--- src/rtl/pillar_mem_pkg.sv ---
// pillar_mem_pkg: shared encodings for the memory bridge and its lane aligner
package pillar_mem_pkg;
  localparam logic [1:0] SZ_BYTE = 2'b00;
  localparam logic [1:0] SZ_HALF = 2'b01;
  localparam logic [1:0] SZ_WORD = 2'b10;
  localparam int MB_TO_W = 8;
  typedef enum logic [2:0] {ST_IDLE, ST_ADDR, ST_DATA, ST_DONE, ST_ERR} mb_state_t;
  function automatic logic mb_bad_access(input logic [1:0] size, input logic [1:0] addr_lo);
    return (size == 2'b11) || (size == SZ_HALF && addr_lo[0]) || (size == SZ_WORD && addr_lo != 2'b00);
  endfunction
endpackage

--- src/rtl/mem_lane_align.sv ---
// mem_lane_align: byte enables, store lane replication and load lane extraction/extension
module mem_lane_align
  import pillar_mem_pkg::*;
(
  input  logic [1:0]  size_i,
  input  logic [1:0]  off_i,
  input  logic        sext_i,
  input  logic [31:0] wdata_i,
  input  logic [31:0] rdata_i,
  output logic [3:0]  be_o,
  output logic [31:0] wdata_o,
  output logic [31:0] rdata_o
);
  logic [15:0] w_shift;
  always_comb begin
    w_shift = 16'(rdata_i >> {off_i, 3'b000});
    be_o    = size_i == SZ_BYTE ? 4'b0001 << off_i :
              size_i == SZ_HALF ? 4'b0011 << off_i :
              size_i == SZ_WORD ? 4'b1111 : 4'b0000;
    wdata_o = size_i == SZ_BYTE ? {4{wdata_i[7:0]}} :
              size_i == SZ_HALF ? {2{wdata_i[15:0]}} : wdata_i;
    rdata_o = size_i == SZ_BYTE ? {{24{sext_i & w_shift[7]}}, w_shift[7:0]} :
              size_i == SZ_HALF ? {{16{sext_i & w_shift[15]}}, w_shift[15:0]} : rdata_i;
  end
endmodule

--- src/rtl/mem_bridge.sv ---
// mem_bridge: one-at-a-time load/store bridge from the memory stage to a handshaked bus
module mem_bridge
  import pillar_mem_pkg::*;
#(
  parameter int TIMEOUT = 255
) (
  input  logic        clk,
  input  logic        reset,
  input  logic        req_i,
  input  logic        we_i,
  input  logic [1:0]  size_i,
  input  logic        sext_i,
  input  logic [31:0] addr_i,
  input  logic [31:0] wdata_i,
  output logic [31:0] rdata_o,
  output logic        done_o,
  output logic        err_o,
  output logic        stall_o,
  output logic        bus_valid_o,
  input  logic        bus_ready_i,
  output logic        bus_we_o,
  output logic [31:0] bus_addr_o,
  output logic [3:0]  bus_be_o,
  output logic [31:0] bus_wdata_o,
  input  logic        bus_rvalid_i,
  input  logic [31:0] bus_rdata_i
);
  mb_state_t          r_state, w_next;
  logic               r_we, r_sext, w_timeout;
  logic [1:0]         r_size;
  logic [31:0]        r_addr, r_wdata, r_rdata, w_wdata, w_rdata;
  logic [3:0]         w_be;
  logic [MB_TO_W-1:0] r_cnt;
  mem_lane_align u_align (
    .size_i  (r_size),
    .off_i   (r_addr[1:0]),
    .sext_i  (r_sext),
    .wdata_i (r_wdata),
    .rdata_i (bus_rdata_i),
    .be_o    (w_be),
    .wdata_o (w_wdata),
    .rdata_o (w_rdata)
  );
  always_comb begin
    w_next      = r_state;
    w_timeout   = r_cnt == MB_TO_W'(TIMEOUT - 1);
    unique case (r_state)
      ST_IDLE: if (req_i) w_next = mb_bad_access(size_i, addr_i[1:0]) ? ST_ERR : ST_ADDR;
      ST_ADDR: w_next = bus_ready_i ? (r_we ? ST_DONE : ST_DATA) : w_timeout ? ST_ERR : ST_ADDR;
      ST_DATA: w_next = bus_rvalid_i ? ST_DONE : w_timeout ? ST_ERR : ST_DATA;
      default: w_next = ST_IDLE;
    endcase
    bus_valid_o = r_state == ST_ADDR;
    bus_we_o    = bus_valid_o & r_we;
    bus_addr_o  = bus_valid_o ? {r_addr[31:2], 2'b00} : '0;
    bus_be_o    = bus_valid_o ? w_be : '0;
    bus_wdata_o = bus_valid_o ? w_wdata : '0;
    done_o      = r_state == ST_DONE;
    err_o       = r_state == ST_ERR;
    rdata_o     = err_o ? '0 : r_rdata;
    stall_o     = bus_valid_o | (r_state == ST_DATA) | (r_state == ST_IDLE & req_i);
  end
  always_ff @(posedge clk) begin
    if (!reset) begin
      r_state <= ST_IDLE;
      r_cnt   <= '0;
      r_rdata <= '0;
      r_we    <= 1'b0;
      r_size  <= '0;
      r_sext  <= 1'b0;
      r_addr  <= '0;
      r_wdata <= '0;
    end else begin
      r_state <= w_next;
      // counts only while waiting in the same bus phase; any phase change restarts it
      r_cnt   <= (w_next == r_state && (r_state == ST_ADDR || r_state == ST_DATA)) ? r_cnt + 1'b1 : '0;
      if (r_state == ST_IDLE && req_i) {r_we, r_size, r_sext, r_addr, r_wdata} <= {we_i, size_i, sext_i, addr_i, wdata_i};
      if (r_state == ST_DATA && bus_rvalid_i) r_rdata <= w_rdata;
    end
  end
endmodule

--- config.mk ---
export PLATFORM = sky130hd
export DESIGN_NAME = mem_bridge
export DESIGN_NICKNAME = d
export VERILOG_FILES = /design/src/rtl/pillar_mem_pkg.sv /design/src/rtl/mem_lane_align.sv /design/src/rtl/mem_bridge.sv
export SDC_FILE = /design/constraint.sdc
export NUM_CORES = 1
export LEC_CHECK = 0
export CAP_MARGIN = 25
export CORE_MARGIN = 2
export CORE_UTILIZATION = 51
export CTS_CLUSTER_SIZE = 24
export DETAILED_ROUTE_END_ITERATION = 8
export PLACE_DENSITY = 0.95
export SETUP_SLACK_MARGIN = 0.02
export SLEW_MARGIN = 10
export SYNTH_ARGS = -nofsm -noshare
export SYNTH_HDL_FRONTEND = slang
export SYNTH_HIERARCHICAL = 1
export SYNTH_SLANG_ARGS = --single-unit
--- constraint.sdc ---
create_clock -name clk -period 3.75 [get_ports clk]
set_input_delay 0.5625 -clock clk [delete_from_list [all_inputs] [get_ports clk]]
set_output_delay 0.5625 -clock clk [all_outputs]
set_load 0.05 [all_outputs]
### Word-level counts from Yosys, hierarchy flattened

Cells that the tools add are included.

| operators by class | value |
|---|---|
| $add $sub $neg | 1 |
| equality and inequality tests | 11 |
| shifts and indexed selects | 3 |
| muxes and demuxes | 19 |
| bitwise operators | 6 |
| reductions and logical operators | 12 |

Operators by type and width:

| operator | count |
|---|---|
| two-way mux 32 bit | 7 |
| >> shifter 32 x 5 -> 16 bit | 1 |
| two-way mux 3 bit | 6 |
| two-way mux 4 bit | 4 |
| case mux 3 bit (3 select lines) | 1 |
| adder 8 x 1 -> 8 bit, second input constant | 1 |
| equality test 8 bit, second input constant | 1 |
| equality test 2 bit, second input constant | 3 |
| equality test 3 x 2 -> 1 bit, second input constant | 2 |
| logical AND 1 bit | 5 |
| AND 1 bit | 4 |
| equality test 2 x 1 -> 1 bit, second input constant | 2 |
| left shift 1 x 2 -> 4 bit, first input constant | 1 |
| left shift 2 x 2 -> 4 bit, first input constant | 1 |
| equality test 3 x 1 -> 1 bit, second input constant | 1 |
| equality test 3 bit | 1 |
| equality test 3 bit, second input constant | 1 |
| zero test 3 bit | 1 |
| logical OR 1 bit | 3 |
| zero test 2 bit | 1 |
| bitwise OR 1 bit | 2 |
| AND reduction 2 bit | 1 |
| nonzero test 2 bit | 1 |
| two-way mux 1 bit | 1 |

| word-level totals | value |
|---|---|
| register bits after elaboration | 111 |
| input port bits | 105 |
| output and inout port bits | 105 |
| word-level logic and storage cells | 60 |

### Depth between registers and ports, before layout

Gate-level depths: netlist (run 1).

| depth | value |
|---|---|
| depth in word-level cells | 10 |
| mapped depth | 9 |
| mapped depth without buffers | 6 |

### By module

The synthesis (run 1) kept the hierarchy.

Modules (own cells, without submodules):

| module | instances | cells each | area an instance (sq um) |
|---|---|---|---|
| mem_bridge | 1 | 617 | 4,993.5 |
| mem_lane_align | 1 | 211 | 1,436.4 |

### Least setup slack after synthesis (run 1)

OpenSTA, ideal clock, no wires.

| timing | value |
|---|---|
| path kind | flip-flop to output port |
| start point | register r_state[2] |
| end point | output port rdata_o[22] |
| arrival time | 2,005 ps |
| required time | 3,188 ps |
| path slack | 1,183 ps |
| cell stages (with the launch flop) | 5 |
| path through | dfxtp_1 buf_2 nor3b_1 clkbuf_1 nor2b_1 |

| between the ends | value |
|---|---|
| cells in the longest elaborated chain, start to end | 2 |

RTL lines:

| element | line | RTL |
|---|---|---|
| start: declaration | mem_bridge.sv:28 | `mb_state_t r_state, w_next;` |
| start signal: assignment | mem_bridge.sv:74 | `r_state <= w_next;` |
| equality test 3 bit | mem_bridge.sv:59 | `err_o = r_state == ST_ERR;` |
| net err_o | mem_bridge.sv:17 | `output logic err_o,` |
| two-way mux 32 bit | mem_bridge.sv:60 | `rdata_o = err_o ? '0 : r_rdata;` |
| end: declaration | mem_bridge.sv:15 | `output logic [31:0] rdata_o,` |

The timed path passes the listed nets, and every way through them passes these cells.

### Final worst setup path (run 1)

| timing | value |
|---|---|
| start point | register r_state[0] |
| end point | output port bus_wdata_o[22] |

| between the ends | value |
|---|---|
| cells in the longest elaborated chain, start to end | 2 |

RTL lines:

| element | line | RTL |
|---|---|---|
| equality test 3 x 1 -> 1 bit | mem_bridge.sv:53 | `bus_valid_o = r_state == ST_ADDR;` |
| two-way mux 32 bit | mem_bridge.sv:57 | `bus_wdata_o = bus_valid_o ? w_wdata : '0;` |
| end: declaration | mem_bridge.sv:24 | `output logic [31:0] bus_wdata_o,` |

No other way between the ends.

==> results.sh, run 1 <==
export IMPL_ys_types=50
export IMPL_cp_required_ns=3.19
export IMPL_vias=6140
export IMPL_die_w_um=116
export IMPL_grt_pass1_wl_mm=28.4
export IMPL_place_worst_setup_slack_ns=0.848
export IMPL_cts_max_level=3
export IMPL_drt_pass1_iterations=5
export IMPL_p_sw_mw=0.898
export IMPL_slew_viol_final=0
export IMPL_crit_path_start_kind="flip-flop"
export IMPL_slew_headroom=0.425
export IMPL_cts_tree="done"
export IMPL_setup_viol=0
export IMPL_synth_area_sq_mm=0.00643
export IMPL_fmax_ghz=0.306
export IMPL_power_share_clock=0.332
export IMPL_synth_edff_count=0
export IMPL_dieArea_sq_mm=0.0135
export IMPL_fin_crit_sh=0.870
export IMPL_fill_cells=962
export IMPL_core_area_sq_mm=0.0125
export IMPL_post_cts_buffers=0
export IMPL_ys_dominant_reg_cell="dfxtp_1"
export IMPL_ioPinCount=210
export IMPL_cts_clk_slew_worst_paths_ns=0.07
export IMPL_combPwrFrac=0.228
export IMPL_end_kind="primary output"
export IMPL_insertion_delay_ns=0.35
export IMPL_hp_class="reg -> reg"
export IMPL_layout_common_cells="nand2_1, clkdlybuf4s50_1, dfxtp_1"
export IMPL_worstMarginPinSlew_ns=0.859
export IMPL_powerDensity_mw_per_mm2=341
export IMPL_start_util=0.516
export IMPL_fin_ws_ns=0.486
export IMPL_skew_ns=0.00580
export IMPL_wl_per_cell_um=15.4
export IMPL_finalWirelength_mm=17.9
export IMPL_ys_seq_area_frac=0.346
export IMPL_ir_drop_mv=0.194
export IMPL_synth_warning_count=6
export IMPL_ys_ff_latch=111
export IMPL_antenna_cells=0
export IMPL_finalWeightedCongestion=0.904
export IMPL_yosysTopAreaCell="dfxtp_1"
export IMPL_syn_to_final_growth_pct=35.0
export IMPL_synth_top_area_frac=0.346
export IMPL_grt_overflow=0
export IMPL_switching_share=0.303
export IMPL_cts_sinks=111
export IMPL_hold_viol_final=0
export IMPL_finalCriticalPeriod_ns=3.26
export IMPL_clock_root_buffer="clkbuf_16"
export IMPL_avgViaCountPerCell=5.30
export IMPL_final_common_cell="nand2_1"
export IMPL_grt_max_degree=69
export IMPL_drc=0
export IMPL_leakage_nw=3.26
export IMPL_grt_util_all_layers=0.265
export IMPL_numCtsBuffers=9
export IMPL_ant_nets=0
export IMPL_holdBufCountCts=0
export IMPL_p_int_mw=2.07
export IMPL_synth_area_top_cells="dfxtp_1, nand2_1, a21boi_0"
export IMPL_cts_buffer_depth=2
export IMPL_nNetsFinal=1093
export IMPL_grt_antenna_before_repair=0
export IMPL_path_max_fanout=68
export IMPL_p_seq_frac=0.440
export IMPL_tns_ns=0
export IMPL_dp_hpwl_mm=12.3
export IMPL_status="completed"
export IMPL_avgSynthCellArea_sq_um=7.77
export IMPL_first_iter_violations=489
export IMPL_drive_gt1_frac=0.0689
export IMPL_rsz0062_at_grt="false"
export IMPL_port_buffers=207
export IMPL_fp_dieH_um=116
export IMPL_async_reset_ff_frac=0
export IMPL_cp_arrival_ns=2.70
export IMPL_syn_inst=828
export IMPL_rows=41
export IMPL_drv_cap=0
export IMPL_critPathKind="reg -> out"
export IMPL_cts_resized=0
export IMPL_grt_pass1_vias=5808
[final cells by class]
class | count | area [sq um] | share of cell area
multi-input cells | 639 | 3780 | 0.435
clock buffers | 11 | 233 | 0.0268
flip-flops and latches | 111 | 2220 | 0.256
inverters | 4 | 15.0 | 0.00173
well taps | 172 | 215 | 0.0248
clock inverters | 5 | 63.8 | 0.00735
repair buffers | 217 | 2150 | 0.248
[cells in the mapped netlist, types with 3 or more instances]
cell type,number
inv_1,3
ha_1,6
buf_6,11
nand2_1,246
a21boi_0,87
a31oi_1,8
clkbuf_1,33
mux2_2,17
xor2_1,3
o21ai_0,12
buf_2,17
a21boi_1,21
nor2b_1,43
dfxtp_1,111
o21ai_1,5
nor2_1,18
nor3_1,3
mux2i_1,19
and2_1,68
nand3_1,6
nand2_2,10
o22a_1,7
nand2b_1,4
buf_4,14
a21oi_1,17
a22oi_1,7
[power by group through the flow]
stage / Clock, mW / Sequential, mW / Combinational [mW]
floorplan: 0 / 1.30 / 0.470
global placement: 0 / 1.33 / 0.661
detailed placement: 0 / 1.33 / 0.669
CTS: 0.998 / 1.30 / 0.674
global route: 1.04 / 1.31 / 0.734
finish: 0.984 / 1.30 / 0.676
[registers in the layout, summed over array words and instances, names as in the netlist]
| signal | cells |
|---|---|
| r_addr | 32 |
| r_cnt | 8 |
| r_rdata | 32 |
| r_sext | 1 |
| r_size | 2 |
| r_state | 3 |
| r_wdata | 32 |
| r_we | 1 |
[worst paths after layout]
kind                                          startpoint                        to  slack (ns)  depth (start not counted)
worst max-delay path               r_state[0]$_SDFF_PN0_           bus_wdata_o[22]        0.49                          5
worst min-delay path            r_wdata[21]$_SDFFE_PN0P_  r_wdata[21]$_SDFFE_PN0P_        0.46                          2
worst max register to register    r_addr[1]$_SDFFE_PN0P_  r_rdata[31]$_SDFFE_PN0N_        1.35                          6
worst min register to register  r_wdata[21]$_SDFFE_PN0P_  r_wdata[21]$_SDFFE_PN0P_        0.46                          2
[worst max-delay path, cell delays in order (launching register included)]
cell and delay (ns):
dfxtp_1 0.54, nand2b_1 0.18, nor2_4 0.10, buf_4 0.46
and2_1 0.23, clkdlybuf4s50_1 0.80
[metal layers]
metal / global-route usage / up-vias / wire length (um)
li1: - / 3009 / -
met1: 0.324 / 2822 / 7450
met2: 0.441 / 266 / 8470
met3: 0.0597 / 43 / 1340
met4: 0.133 / 0 / 590
met5: 0 / - / 0
[cell families after synthesis]
kind of cell	count (synthesis)	share of synthesized area
xor gates and xnor gates	4	0.00545
DFF	111	0.346
muxes	37	0.0629
AOI/OAI and AO/OA	176	0.196
and+or+nand+nor	414	0.307
other	1	0.000583
buffers and inverters	79	0.0704
adders and majority gates	6	0.0117
[per-stage QoR]
stage	total power [mW]	cells	hold WS, ns	utilization	area (sq um)
final	2.96	1159	0.456	0.696	8680
after global routing	3.09	1159	0.482	0.696	8680
after CTS	2.98	1159	0.459	0.696	8680
after detailed placement	2.00	1143	0.447	0.672	8380
after global placement	1.99	1143	0.440	0.672	8380
after floorplan	1.77	829	0.425	-	6430
(Power assumes the default switching activity.)
==> run 2: changes to the inputs <==
CELL_PAD_IN_SITES_DETAIL_PLACEMENT = 0   (was not set)
CELL_PAD_IN_SITES_GLOBAL_PLACEMENT = 1   (was not set)
CORE_UTILIZATION = 36   (was 51)
==> run 2 against run 1 <==
Final area up 1.2%. Largest power group unchanged. Largest cell class unchanged. Worst hold slack worse by 0.0041 ns. Critical path type unchanged. Worst setup slack got worse by 0.062 ns.
==> results.sh, run 2 (same netlist as run 1, synthesis figures left out) <==
export IMPL_status="completed"
export IMPL_worst_path_stages=5
export IMPL_cp_arrival_ns=2.76
export IMPL_r2r_cells=7
export IMPL_hp_class="reg -> reg"
export IMPL_grt_antenna_before_repair=0
export IMPL_numCtsBuffers=9
export IMPL_worstMarginPinSlew_ns=0.822
export IMPL_end_kind="primary output"
export IMPL_crit_slowest_cell="clkdlybuf4s50_1"
export IMPL_slew_headroom=0.452
export IMPL_critPathKind="reg -> out"
export IMPL_top_regs="r_addr: 32 flops, r_rdata: 32 flops, r_wdata: 32 flops"
export IMPL_insertion_delay_ns=0.35
export IMPL_ioPinCount=210
export IMPL_drive_gt1_frac=0.0756
export IMPL_ant_nets=0
export IMPL_critPathCapture="bus_wdata_o[31]"
export IMPL_fp_dieH_um=138
export IMPL_clock_root_buffer="clkbuf_16"
export IMPL_min_path_cells=2
export IMPL_cts_buffer_depth=2
export IMPL_fmax_ghz=0.301
export IMPL_leakage_nw=3.29
export IMPL_grt_overflow=0
export IMPL_crit_chain="buf_4 -> mux2i_1 -> o21ai_0 -> and2_1 -> clkdlybuf4s50_1"
export IMPL_slew_viol_final=0
export IMPL_hold_viol_final=0
export IMPL_multi_input_area_sq_mm=0.00378
export IMPL_seqCellArea_sq_mm=0.00222
export IMPL_final_common_cell="nand2_1"
export IMPL_cts_resized=0
export IMPL_cp_required_ns=3.19
export IMPL_crit_path_start_kind="flip-flop"
export IMPL_first_iter_violations=317
export IMPL_timing_rr_start="r_size[1]$_SDFFE_PN0P_"
export IMPL_finalWeightedCongestion=0.865
export IMPL_powerDensity_mw_per_mm2=335
export IMPL_start_util=0.370
export IMPL_rsz0062_at_grt="false"
export IMPL_port_buffers=207
export IMPL_dp_hpwl_mm=13.2
export IMPL_dieArea_sq_mm=0.0189
export IMPL_fin_crit_sh=0.887
export IMPL_die_w_um=138
export IMPL_holdBufCountCts=0
export IMPL_grt_pass1_wl_mm=29.0
export IMPL_place_worst_setup_slack_ns=0.828
export IMPL_drv_cap=0
export IMPL_drc=0
export IMPL_antenna_cells=0
export IMPL_cts_tree="done"
export IMPL_fin_ws_ns=0.424
export IMPL_path_buf_inv=2
export IMPL_core_area_sq_mm=0.0174
export IMPL_rows=48
export IMPL_tns_ns=0
export IMPL_max_stage_delay_ns=0.81
export IMPL_cts_max_level=3
export IMPL_grt_util_all_layers=0.194
export IMPL_cts_clk_slew_worst_paths_ns=0.08
export IMPL_finalCriticalPeriod_ns=3.33
export IMPL_grt_max_degree=70
export IMPL_finalWirelength_mm=18.9
export IMPL_holdWs_ns=0.452
export IMPL_ir_drop_mv=0.225
export IMPL_path_max_fanout=20
export IMPL_vias=5954
export IMPL_wl_per_cell_um=15.5
export IMPL_drt_pass1_iterations=4
export IMPL_cp_startpoint="r_size[0]$_SDFFE_PN0P_"
export IMPL_layout_common_cells="nand2_1, clkdlybuf4s50_1, dfxtp_1"
export IMPL_setup_viol=0
export IMPL_crit_family="buffers and inverters"
export IMPL_cts_sinks=111
export IMPL_fill_cells=1691
export IMPL_skew_ns=0.00754
export IMPL_reg2reg_slack_ns=1.26
export IMPL_timing_rr_end="r_rdata[29]$_SDFFE_PN0N_"
export IMPL_avgViaCountPerCell=4.89
export IMPL_grt_pass1_vias=5630
export IMPL_post_cts_buffers=0
export IMPL_hp_start="r_wdata[22]$_SDFFE_PN0P_"
export IMPL_nNetsFinal=1098
export IMPL_syn_to_final_growth_pct=36.6
## run 2: report_power, final
part           switching (mW)  internal [mW]  leakage [nW]  total, mW
clock network           0.485          0.462         0.142      0.947
logic                   0.382          0.308          2.24      0.690
registers              0.0635           1.24         0.906       1.31
## run 2: per-stage QoR
| step | std cells | total power, mW | area (sq um) | util |
|---|---|---|---|---|
| 2_1_floorplan | 829 | 1.77 | 6430 | - |
| 3_3_place_gp | 1200 | 2.01 | 8490 | 0.489 |
| 6_report | 1217 | 2.94 | 8780 | 0.506 |
| 4_1_cts | 1216 | 2.97 | 8770 | 0.505 |
| 3_5_place_dp | 1200 | 2.02 | 8490 | 0.489 |
| 5_1_grt | 1217 | 3.09 | 8780 | 0.506 |
## run 2: worst min path at each step
stage,endpoint,slack (ns)
floorplan,r_cnt[0]$_SDFF_PN0_,0.43
global placement,r_cnt[0]$_SDFF_PN0_,0.44
detailed placement,r_wdata[22]$_SDFFE_PN0P_,0.44
CTS,r_wdata[22]$_SDFFE_PN0P_,0.46
global route,r_wdata[23]$_SDFFE_PN0P_,0.47
finish,r_wdata[22]$_SDFFE_PN0P_,0.45
## run 2: routing by layer
layer  GRT usage  up-vias  routed length [um]
met5           0        -                   0
met4      0.0538        0                 290
met3      0.0541       18                1410
met2       0.324      169                8700
met1       0.246     2743                8500
li1            -     3024                   -
## run 2: worst reg2reg max path: stages, from the launching register on
cell      delay (ns)
dfxtp_2         0.62
buf_4           0.33
nand2b_4        0.25
nor3_1          0.11
o31ai_4         0.75
nand2_1         0.15
nand2_1         0.11
a21boi_0        0.07
## run 2: cell type report
cell class,count,area share
timing repair buffer,222,0.251
sequential,111,0.253
multi-input combinational,639,0.430
tap,225,0.0320
clock inverter,7,0.00641
inverter,4,0.00171
clock buffer,9,0.0256
==> run 3: changes to the inputs <==
CTS_BUF_LIST = sky130_fd_sc_hd__clkbuf_16   (was not set)
==> results of run 3 <==
Same layout as run 2: the final DEF is identical, and so are final timing and power.
